<file path="src/rtl/instr_encoder_queue.sv">
// instr_encoder_queue: packs MIPS32 instruction descriptors into machine words
// and buffers {word, address} pairs in a small FIFO for the loader/fetch path.
module instr_encoder_queue #(
    parameter int          DEPTH     = 4,
    parameter logic [31:0] BASE_ADDR = 32'h0000_3000
) (
    input  logic        clk,
    input  logic        rst,
    input  logic        in_valid,
    output logic        in_ready,
    input  logic [3:0]  in_op,
    input  logic [4:0]  in_rs,
    input  logic [4:0]  in_rt,
    input  logic [4:0]  in_rd,
    input  logic [15:0] in_imm16,
    input  logic [25:0] in_target,
    output logic        out_valid,
    input  logic        out_ready,
    output logic [31:0] out_instr,
    output logic [31:0] out_addr,
    output logic        err_illegal,
    output logic [15:0] count
);
    localparam int AW = $clog2(DEPTH);
    localparam logic [AW:0] FULL_OCC = (AW + 1)'(DEPTH);

    logic [63:0]   mem_q [DEPTH];
    logic [63:0]   mem_d [DEPTH];
    logic [AW-1:0] wr_ptr_q, wr_ptr_d, rd_ptr_q, rd_ptr_d;
    logic [AW:0]   occ_q, occ_d;
    logic [31:0]   addr_q, addr_d;
    logic [15:0]   count_q, count_d;
    logic          err_q, err_d;
    logic [31:0]   word;
    logic          legal, accept, push, pop;

    assign in_ready    = occ_q != FULL_OCC;
    assign out_valid   = occ_q != '0;
    assign out_instr   = out_valid ? mem_q[rd_ptr_q][63:32] : 32'h0;
    assign out_addr    = out_valid ? mem_q[rd_ptr_q][31:0] : 32'h0;
    assign err_illegal = err_q;
    assign count       = count_q;

    assign legal  = in_op <= 4'd10;
    assign accept = in_valid && in_ready;
    assign push   = accept && legal;
    assign pop    = out_valid && out_ready;

    always_comb begin
        word = 32'h0;
        case (in_op)
            4'd0:    word = {6'h00, in_rs, in_rt, in_rd, 5'b0, 6'h21};
            4'd1:    word = {6'h00, in_rs, in_rt, in_rd, 5'b0, 6'h23};
            4'd2:    word = {6'h00, in_rs, 15'b0, 6'h08};
            4'd3:    word = 32'h0000_000C;
            4'd4:    word = {6'h0D, in_rs, in_rt, in_imm16};
            4'd5:    word = {6'h0F, 5'b0, in_rt, in_imm16};
            4'd6:    word = {6'h23, in_rs, in_rt, in_imm16};
            4'd7:    word = {6'h2B, in_rs, in_rt, in_imm16};
            4'd8:    word = {6'h04, in_rs, in_rt, in_imm16};
            4'd9:    word = {6'h02, in_target};
            4'd10:   word = {6'h03, in_target};
            default: word = 32'h0;
        endcase
    end

    always_comb begin
        mem_d = mem_q;
        if (push) mem_d[wr_ptr_q] = {word, addr_q};
        wr_ptr_d = push ? wr_ptr_q + AW'(1) : wr_ptr_q;
        rd_ptr_d = pop ? rd_ptr_q + AW'(1) : rd_ptr_q;
        occ_d    = occ_q + (AW + 1)'(push) - (AW + 1)'(pop);
        addr_d   = push ? addr_q + 32'd4 : addr_q;
        count_d  = count_q + 16'(pop);
        err_d    = accept && !legal;
    end

    // Storage needs no reset: reads are masked while occupancy is zero.
    always_ff @(posedge clk) mem_q <= mem_d;

    always_ff @(posedge clk) begin
        if (rst) begin
            wr_ptr_q <= '0;
            rd_ptr_q <= '0;
            occ_q    <= '0;
            addr_q   <= BASE_ADDR;
            count_q  <= 16'h0;
            err_q    <= 1'b0;
        end else begin
            wr_ptr_q <= wr_ptr_d;
            rd_ptr_q <= rd_ptr_d;
            occ_q    <= occ_d;
            addr_q   <= addr_d;
            count_q  <= count_d;
            err_q    <= err_d;
        end
    end
endmodule

</file>
<file path="config.mk">
export PLATFORM = sky130hd
export DESIGN_NAME = instr_encoder_queue
export DESIGN_NICKNAME = d
export VERILOG_FILES = /design/src/rtl/instr_encoder_queue.sv
export SDC_FILE = /design/constraint.sdc
export NUM_CORES = 1
export LEC_CHECK = 0
export CORE_AREA = 2 2 147 149
export DETAILED_ROUTE_END_ITERATION = 6
export DIE_AREA = 0 0 149 151
export PLACE_DENSITY = 0.95
export SLEW_MARGIN = 30
export SYNTH_ARGS = -nofsm -noshare
export SYNTH_HDL_FRONTEND = slang
export SYNTH_SLANG_ARGS = --single-unit
</file>
<file path="constraint.sdc">
create_clock -name clk -period 6.5 [get_ports clk]
set_input_delay 0.65 -clock clk [delete_from_list [all_inputs] [get_ports clk]]
set_output_delay 0.65 -clock clk [all_outputs]
set_load 0.01 [all_outputs]
</file>
==> results of run 1 <==
worst max path at each step:
stage                                end                startpoint  slack [ns]
CTS                        out_instr[13]  rd_ptr_q[0]$_SDFFE_PP0P_        2.51
global placement     mem_q[60]$_DFFE_PP_                  in_op[1]        2.46
global route               out_instr[31]  rd_ptr_q[0]$_SDFFE_PP0P_        2.40
floorplan           mem_q[100]$_DFFE_PP_                  in_op[1]        3.24
detailed placement  mem_q[225]$_DFFE_PP_                  in_op[1]        2.45
finish                     out_instr[13]  rd_ptr_q[0]$_SDFFE_PP0P_        2.62
registers in the layout, summed over array words and instances, names as in the netlist:
name	flops
err_illegal	1
mem_q	244
count	16
addr_q	30
occ_q	3
rd_ptr_q	2
wr_ptr_q	2
Yosys cell counts, types with 9 or more instances:
cell and number:
nand3_1 15, o21ai_0 12, a21oi_1 19, dfxtp_1 54
a22o_1 11, nor4_1 16, nand2_1 36, inv_1 15
clkbuf_1 29, and2_1 67, xnor2_1 26, edfxtp_1 244
nand4_1 9, xor2_1 12, nor2_1 48, mux4_2 61
nor3_1 10
metrics by stage:
| step | utilization | instances |
|---|---|---|
| after global placement | 0.672 | 1161 |
| after CTS | 0.712 | 1213 |
| after global routing | 0.712 | 1213 |
| after floorplan | - | 777 |
| after detailed placement | 0.672 | 1161 |
| final | 0.712 | 1213 |
cell families (layout without fill, tap and decap cells):
logic type / Yosys count / after routing / synth area share
adder cells (fa/ha/maj): 9 / 9 / 0.00976
AO/OA/AOI/OAI: 69 / 69 / 0.0408
multiplexers: 63 / 63 / 0.113
buffers and inverters: 59 / 220 / 0.0202
AND/OR/NAND/NOR: 238 / 238 / 0.106
flip-flops: 298 / 298 / 0.683
other: 1 / 3 / 0.000305
XOR/XNOR: 38 / 38 / 0.0270
critical path, stage by stage, from the launching register on:
cell and delay (ns):
dfxtp_4 0.92, buf_4 0.50, mux4_2 0.57, and2_1 0.19, clkdlybuf4s50_1 0.48
routing by layer:
layer  vias up  part of all wire  global-route usage
met5         -                 0                   0
met4         0             0.020              0.0652
met3        47             0.087              0.0361
met2       387              0.51               0.423
met1      3659              0.38               0.313
li1       3274                 -                   -
power groups by stage:
stage	registers, uW	clock network, uW	logic, uW
2_1_floorplan	2260	0	797
5_1_grt	2330	1570	1420
3_3_place_gp	2340	0	1300
3_5_place_dp	2350	0	1320
4_1_cts	2310	1510	1340
6_report	2310	1490	1320
placed cells by master (no fill, tap or decap), types with 6 or more instances in the layout:
| cell type | instances |
|---|---|
| ha_1 | 8 |
| a221o_1 | 7 |
| nor2_1 | 48 |
| nor3_1 | 9 |
| nor2b_1 | 6 |
| or3_1 | 7 |
| o21ai_0 | 12 |
| nand4_1 | 9 |
| xor2_1 | 12 |
| inv_1 | 15 |
| clkbuf_16 | 29 |
| clkdlybuf4s50_1 | 143 |
| nand3_1 | 15 |
| a21oi_1 | 19 |
| xnor2_1 | 26 |
| edfxtp_1 | 244 |
| mux4_2 | 61 |
| a22o_1 | 11 |
| nor4_1 | 16 |
| dfxtp_1 | 52 |
| and2_1 | 63 |
| buf_4 | 10 |
| nand2_1 | 36 |
| clkbuf_1 | 13 |
final cells by class:
class,instances,area [sq um]
clock buffers,43,788
clock inverters,9,42.5
fillers,1246,5990
inverters,15,56.3
multi-input cells,420,3680
flip-flops and latches,298,8410
well taps,275,344
repair buffers,153,1510
==> results.sh, run 1 <==
export IMPL_status="complete, no violations"
export IMPL_setup_violations=0
export IMPL_dieHeight_microns=151
export IMPL_numPortBuffers=144
export IMPL_worst_setup_path_end_kind="output pin"
export IMPL_gp_congestion=0.804
export IMPL_synth_area_leader_cell="edfxtp_1"
export IMPL_timing_hold_violations_final=0
export IMPL_grt_pass1_vias=7549
export IMPL_detail_route_antenna_nets=0
export IMPL_crit_required_ns=5.85
export IMPL_worstHoldStart="wr_ptr_q[1]$_SDFFE_PP0P_"
export IMPL_via_per_inst=6.07
export IMPL_power_uw=5120
export IMPL_io_pins=148
export IMPL_yosysUniqueCellTypes=51
export IMPL_synth_area_top_cells="edfxtp_1, mux4_2, dfxtp_1"
export IMPL_design_core_area_sq_um=20800
export IMPL_area_growth_pct=20.5
export IMPL_hp_class="reg2reg"
export IMPL_die_area_sq_um=22500
export IMPL_synth_top_area_frac=0.595
export IMPL_die_w_microns=149
export IMPL_place_hpwl_microns=16500
export IMPL_switching_share=0.262
export IMPL_netlist_area_sq_um=12300
export IMPL_start_util=0.591
export IMPL_first_pass_iters=6
export IMPL_finalWorstSetupSlack_ns=2.62
export IMPL_nets=990
export IMPL_path_clk_slew_ns=0.06
export IMPL_avgRoutedWirePerCell_microns=22.1
export IMPL_wl_microns=26800
export IMPL_p_per_area_nw_per_um2=345
export IMPL_p_leak_uw=0.00488
export IMPL_drv_cap=0
export IMPL_slew_limit_headroom=0.417
export IMPL_min_period_ns=3.88
export IMPL_worstPathArrival_ns=3.23
export IMPL_path_class="reg2out"
export IMPL_slew_violations=0
export IMPL_netlist_instances=775
export IMPL_async_reset_ff_frac=0
export IMPL_irDropWorstVdd_uv=273
export IMPL_clock_fmax_mhz=258
export IMPL_dp_slack_ns=2.45
export IMPL_ctsResizeCount=0
export IMPL_htree_num_levels=1
export IMPL_drive_gt1_frac=0.129
export IMPL_rsz0062_at_grt="false"
export IMPL_ys_seq_area_frac=0.683
export IMPL_power_frac_comb=0.258
export IMPL_cts_buffers=28
export IMPL_worstSkewPairLatency_ns=0.54
export IMPL_cts_tree="done"
export IMPL_fin_crit_sh=0.597
export IMPL_tightest_slew_ns=0.874
export IMPL_reg2regPathDepth=4
export IMPL_route_detailed_drc=0
export IMPL_cts_buffer_depth=3
export IMPL_rrSetupSlack_ns=3.73
export IMPL_reg2reg_from="occ_q[1]$_SDFF_PP0_"
export IMPL_dpl_cell_area_sq_um=14000
export IMPL_drt_iter0_drc=756
export IMPL_cts_sinks=298
export IMPL_hold_buffers=0
export IMPL_grt_overflow=0
export IMPL_fin_area_sq_um=14800
export IMPL_num_antenna_cells=0
export IMPL_tns_ns=0
export IMPL_min_path_cells=2
export IMPL_synth_seq_cells=298
export IMPL_clock_power_share=0.291
export IMPL_intPower_uw=3780
export IMPL_cts_root_buf="clkbuf_16"
export IMPL_antenna_found_initial=0
export IMPL_postCtsSetupBuffers=0
export IMPL_grt_pass1_wl_microns=41200
export IMPL_p_seq_frac=0.451
export IMPL_timing_hold_ws_ns=0.519
export IMPL_path_max_fanout=44
export IMPL_placementRows=53
export IMPL_r2r_end="mem_q[195]$_DFFE_PP_"
export IMPL_vias=7367
export IMPL_syn_area_per_cell_sq_um=15.9
export IMPL_grt_max_degree=65
export IMPL_yosysWarnings=0
export IMPL_skew_ns=0.0121
export IMPL_grt_usage=0.239
export IMPL_synth_ff_type="edfxtp_1"
export IMPL_p_sw_uw=1340
export IMPL_synth_edf_count=244
export IMPL_worst_setup_path_start_kind="flip-flop"
export IMPL_min_to="wr_ptr_q[1]$_SDFFE_PP0P_"
Note: power is estimated with default switching activity, not from simulation.
==> run 2: changes to the inputs <==
--- a/config.mk
+++ b/config.mk
@@ -5,10 +5,10 @@
 export SDC_FILE = /design/constraint.sdc
 export NUM_CORES = 1
 export LEC_CHECK = 0
-export CORE_AREA = 2 2 147 149
+export CORE_AREA = 2 2 152 154
 export DETAILED_ROUTE_END_ITERATION = 6
-export DIE_AREA = 0 0 149 151
-export PLACE_DENSITY = 0.95
+export DIE_AREA = 0 0 154 156
+export PLACE_DENSITY = 0.91
 export SLEW_MARGIN = 30
 export SYNTH_ARGS = -nofsm -noshare
 export SYNTH_HDL_FRONTEND = slang
==> constraint.sdc (replaced) <==
create_clock -name clk -period 3.7 [get_ports clk]
set_input_delay 0.37 -clock clk [delete_from_list [all_inputs] [get_ports clk]]
set_output_delay 0.37 -clock clk [all_outputs]
set_load 0.01 [all_outputs]
==> run 2 against run 1 <==
Effect of this change:
- setup slack lost 2.0 ns
- final area grew 2.5%
- cell count grew 1.7%
- non-clock buffer count grew 9
- power grew 85%
- combinational power grew 85%
- sequential power grew 74%
- sequential share of layout area shrank 1.4 points
- critical endpoint is now out_addr[18]
- largest power group unchanged
==> results.sh, run 2 (same netlist as run 1, synthesis figures left out) <==
export IMPL_cts_root_buf="clkbuf_16"
export IMPL_final_cell_mix="edfxtp_1, clkdlybuf4s50_1, and2_1, mux4_2, dfxtp_1"
export IMPL_setup_violations=0
export IMPL_ctsResizeCount=0
export IMPL_io_pins=148
export IMPL_worst_setup_path_end_kind="output pin"
export IMPL_area_growth_pct=23.6
export IMPL_grt_max_degree=55
export IMPL_grt_overflow=0
export IMPL_wl_met3_microns=2150
export IMPL_hp_class="in2reg"
export IMPL_gp_congestion=0.823
export IMPL_dp_cells=1180
export IMPL_p_leak_uw=0.00504
export IMPL_timing_hold_violations_final=0
export IMPL_tightest_slew_ns=0.952
export IMPL_dr_wl_met2_microns=13300
export IMPL_p_per_area_nw_per_um2=623
export IMPL_cts_tree="done"
export IMPL_largest_reg_flops=244
export IMPL_route_detailed_drc=0
export IMPL_min_path_cells=2
export IMPL_via_per_inst=5.96
export IMPL_max_stage_delay_ns=0.69
export IMPL_clock_fmax_mhz=321
export IMPL_die_area_sq_um=24000
export IMPL_slew_violations=0
export IMPL_grt_pass1_wl_microns=41200
export IMPL_avgRoutedWirePerCell_microns=21.5
export IMPL_fin_cells=1234
export IMPL_dieHeight_microns=156
export IMPL_worstSkewPairLatency_ns=0.55
export IMPL_rsz0062_at_grt="false"
export IMPL_slew_limit_headroom=0.363
export IMPL_placementRows=55
export IMPL_wl_met1_microns=10600
export IMPL_detail_route_antenna_nets=0
export IMPL_highest_layer="met4"
export IMPL_n_fill_cell=1448
export IMPL_grt_usage=0.221
export IMPL_postCtsSetupBuffers=0
export IMPL_cts_buffer_depth=3
export IMPL_crit_required_ns=3.33
export IMPL_cts_buffers=29
export IMPL_slowest_stage="dfxtp_4"
export IMPL_path_clk_slew_ns=0.06
export IMPL_path_delay_family="buffers and inverters"
export IMPL_min_to="count[15]$_SDFF_PP0_"
export IMPL_drv_cap=0
export IMPL_path_buf_inv=2
export IMPL_grt_pass1_vias=7448
export IMPL_drive_gt1_frac=0.152
export IMPL_num_antenna_cells=0
export IMPL_min_period_ns=3.11
export IMPL_path_class="reg2out"
export IMPL_die_w_microns=154
export IMPL_cts_sinks=298
export IMPL_reg2reg_from="occ_q[2]$_SDFF_PP0_"
export IMPL_numPortBuffers=144
export IMPL_path_cells="buf_12 -> mux4_2 -> and2_1 -> clkdlybuf4s50_1"
export IMPL_skew_ns=0.0187
export IMPL_worstPathArrival_ns=2.74
export IMPL_worstHoldStart="rst"
export IMPL_reg2regPathDepth=9
export IMPL_first_pass_iters=5
export IMPL_worst_setup_path_start_kind="flip-flop"
export IMPL_hold_buffers=0
export IMPL_start_util=0.550
export IMPL_path_max_fanout=24
export IMPL_antenna_found_initial=0
export IMPL_timing_hold_ws_ns=0.285
export IMPL_drt_iter0_drc=807
export IMPL_tns_ns=0
export IMPL_nets=1000
export IMPL_htree_num_levels=1
export IMPL_layout_commonest_cell="edfxtp_1"
export IMPL_place_hpwl_microns=16700
export IMPL_r2r_end="occ_q[2]$_SDFF_PP0_"
export IMPL_design_core_area_sq_um=22400
export IMPL_irDropWorstVdd_uv=453
export IMPL_vias=7353
export IMPL_status="complete, no violations"
export IMPL_wl_microns=26600
export IMPL_regMostFlops="mem_q"
export IMPL_fin_crit_sh=0.841
export IMPL_rrSetupSlack_ns=1.16
## run 2: changes by cell type in the layout (fill, tap and decap cells not counted), sizes merged
cell	before	now
clkinvlp	0	3
bufinv	0	4
buf	10	19
clkbuf	43	38
## run 2: final cells by class
cell class	count	area [sq um]	area share
repair buffers	162	1710	0.113
multi-input cells	420	3680	0.242
clock inverters	16	195	0.0128
flip-flops and latches	298	8410	0.553
inverters	15	56.3	0.00370
clock buffers	38	800	0.0526
well taps	285	357	0.0234
## run 2: power breakdown
part | internal (uW) | switching, uW | total, uW
combinational | 1380 | 1060 | 2440
sequential | 3850 | 153 | 4010
clock | 1800 | 1220 | 3020
## run 2: metrics by stage
stage	utilization	total power (uW)	instance area, sq um	worst slack [ns]
detailed placement	0.635	6530	14200	0.615
CTS	0.680	9560	15200	0.498
global route	0.680	9860	15200	0.395
global placement	0.635	6480	14200	0.723
floorplan	-	5380	12300	0.721
finish	0.680	9470	15200	0.589
## run 2: how the worst max path moves through the flow
stage,startpoint,to,slack (ns),depth (start not counted)
global placement,in_op[2],occ_q[2]$_SDFF_PP0_,0.72,10
finish,rd_ptr_q[0]$_SDFFE_PP0P_,out_addr[18],0.59,4
detailed placement,in_op[2],occ_q[2]$_SDFF_PP0_,0.61,10
CTS,rd_ptr_q[0]$_SDFFE_PP0P_,out_addr[29],0.50,4
floorplan,in_op[1],mem_q[100]$_DFFE_PP_,0.72,4
global route,rd_ptr_q[0]$_SDFFE_PP0P_,out_addr[18],0.40,4
## run 2: metal layers
metal	GRT usage	vias up
li1	-	3288
met1	0.300	3675
met2	0.382	346
met3	0.0350	44
met4	0.0503	0
met5	0	-
==> variant: new RTL, config.mk and constraints of run 2 <==
Change the parameter `DEPTH` from 4 to 2.
--- a/src/rtl/instr_encoder_queue.sv
+++ b/src/rtl/instr_encoder_queue.sv
@@ -2,5 +2,5 @@
 // and buffers {word, address} pairs in a small FIFO for the loader/fetch path.
 module instr_encoder_queue #(
-    parameter int          DEPTH     = 4,
+    parameter int          DEPTH     = 2,
     parameter logic [31:0] BASE_ADDR = 32'h0000_3000
 ) (
Formal check against the unedited RTL: not equivalent (Yosys sat finds a counterexample within 4 cycles, from zero or initial values and one cycle with rst high).
==> variant against run 2 <==
  * Sequential cell count down 125
  * Total power down 39%
  * Utilization down 24 points
  * Routed wire length down 36%
  * Worst hold slack better by 0.027 ns
  * Die area unchanged
  * Synthesized area down 39%
  * Clock power down 38%
  * Global-route usage down 7.7 points
  * Critical path depth unchanged
  * Combinational power down 36%
  * Design area down 35%
  * Worst setup slack better by 0.36 ns
  * Critical path type unchanged
  * Largest power group unchanged
==> variant: results <==
[placed_design]
place_hpwl_um = 11500
dpl_cell_area_um2 = 9300
place_congestion = 0.784
port_buffers = 144
placedCellCount = 1040

[logic_synthesis]
synthDistinctLibCells = 44
synthTopCellsByCount = "edfxtp_1 (122), nor2_1 (106), mux2i_1 (62)"
synth-edff-count = 122
ys_warn_count = 0
synth_seq_area_share_pct = 62.5
synthArstFlopShare_pct = 0
netlist_instances = 631
synth.area.top_cells = "edfxtp_1 (49%), dfxtp_1 (14%), mux2i_1 (8.3%), nor2_1 (5.3%), xnor2_1 (2.7%)"

[detailed_routing]
drtIter0Drc = 305
vias = 5368
dr.pass1.iters = 6
routed_wl_um = 17000

[finish]
top_register = "mem_q"
fillCellCount = 1973
num_antenna_cells = 0
final_cells = 1073
drive_above_1_share_pct = 7.23
fin_nets = 845
largest_register_ffs = 122

[clock_tree]
htree_levels = 4
clkLatencyLatePin_ns = 0.43
cts_root_buffer = "clkbuf_16"
cts_made_buffers = 17
cts_setup_buffers = 0
cts_resized = 0
clk_pin_slew_ns = 0.07
cts.path.max_buffers = 2

[global_route]
grt_usage_pct = 14.4
grt_start_max_net_pins = 62
antenna_found_initial = 0
first_global_vias = 5345
grt_pass1_wl_um = 27300

[outcome]
status = "complete, no violations"

[setup_path]
cp_max_fo = 35
arrival_ns = 2.38
critPathMaxStageDelay_ns = 0.68
slowest_stage = "dfxtp_4"
path_delay_family = "buffers and inverters"

[die]
die_x_um = 154

[pwr]
p_leak_nw = 3.27
peakVddDrop_mv = 0.308

[sta]
slew-limit-headroom_pct = 52.1
clock_skew_ns = 0.0203

[worst_hold_path]
hold_path_class = "in2reg"
## variant: report_power, final
part | switching, mW | internal [mW] | leakage (nW) | total, mW
registers | 0.0977 | 2.23 | 1.56 | 2.33
clock network | 0.730 | 1.13 | 0.295 | 1.86
logic | 0.773 | 0.777 | 1.42 | 1.55
## variant: layout make-up
cell class / instances / share of cell area, %
clock buffer: 17 / 4.28
clock inverter: 15 / 1.96
inverter: 13 / 0.491
multi-input combinational: 413 / 26.7
sequential: 173 / 47.2
tap: 285 / 3.59
timing repair buffer: 157 / 15.8
## variant: worst reg2reg max path, cell delays in order, from the launching register on
cell and delay [ns]:
dfxtp_1 0.40, nand2b_1 0.28, o211a_4 0.26, inv_2 0.16, or4_1 0.77, or4_1 0.46
a21oi_1 0.15
## variant: stage by stage
| stage | setup slack [ns] | hold slack, ns | util (%) |
|---|---|---|---|
| global route | 0.869 | 0.325 | 44.4 |
| floorplan | 0.604 | 0.440 | - |
| finish | 0.952 | 0.313 | 44.4 |
| global placement | 0.770 | 0.459 | 41.6 |
| CTS | 0.914 | 0.484 | 44.3 |
| detailed placement | 0.708 | 0.469 | 41.6 |
## variant: logic make-up after synthesis
kind of cell / Yosys count / share of synthesized area (%)
compound gates: 72 / 6.60
xor+xnor: 34 / 3.98
flops: 173 / 62.5
buf+inv: 47 / 2.54
simple gates: 234 / 14.7
mux: 65 / 8.74
other cells: 1 / 0.0501
fa+ha+maj: 5 / 0.835
## variant: per-layer routing
metal	track usage [%]	wire length, um
met5	0	0
met4	5.34	324
met3	3.58	842
met2	25.5	8590
met1	16.8	7250
## variant: worst paths after layout
kind | start | end | slack, ns | depth (start not counted)
max | rd_ptr_q$_SDFFE_PP0P_ | out_addr[11] | 0.95 | 4
min | rst | count[4]$_SDFF_PP0_ | 0.31 | 2
max reg2reg | occ_q[0]$_SDFF_PP0_ | addr_q[27]$_SDFFE_PP0P_ | 1.15 | 6
min reg2reg | addr_q[31]$_SDFFE_PP0P_ | mem_q[95]$_DFFE_PP_ | 0.48 | 0
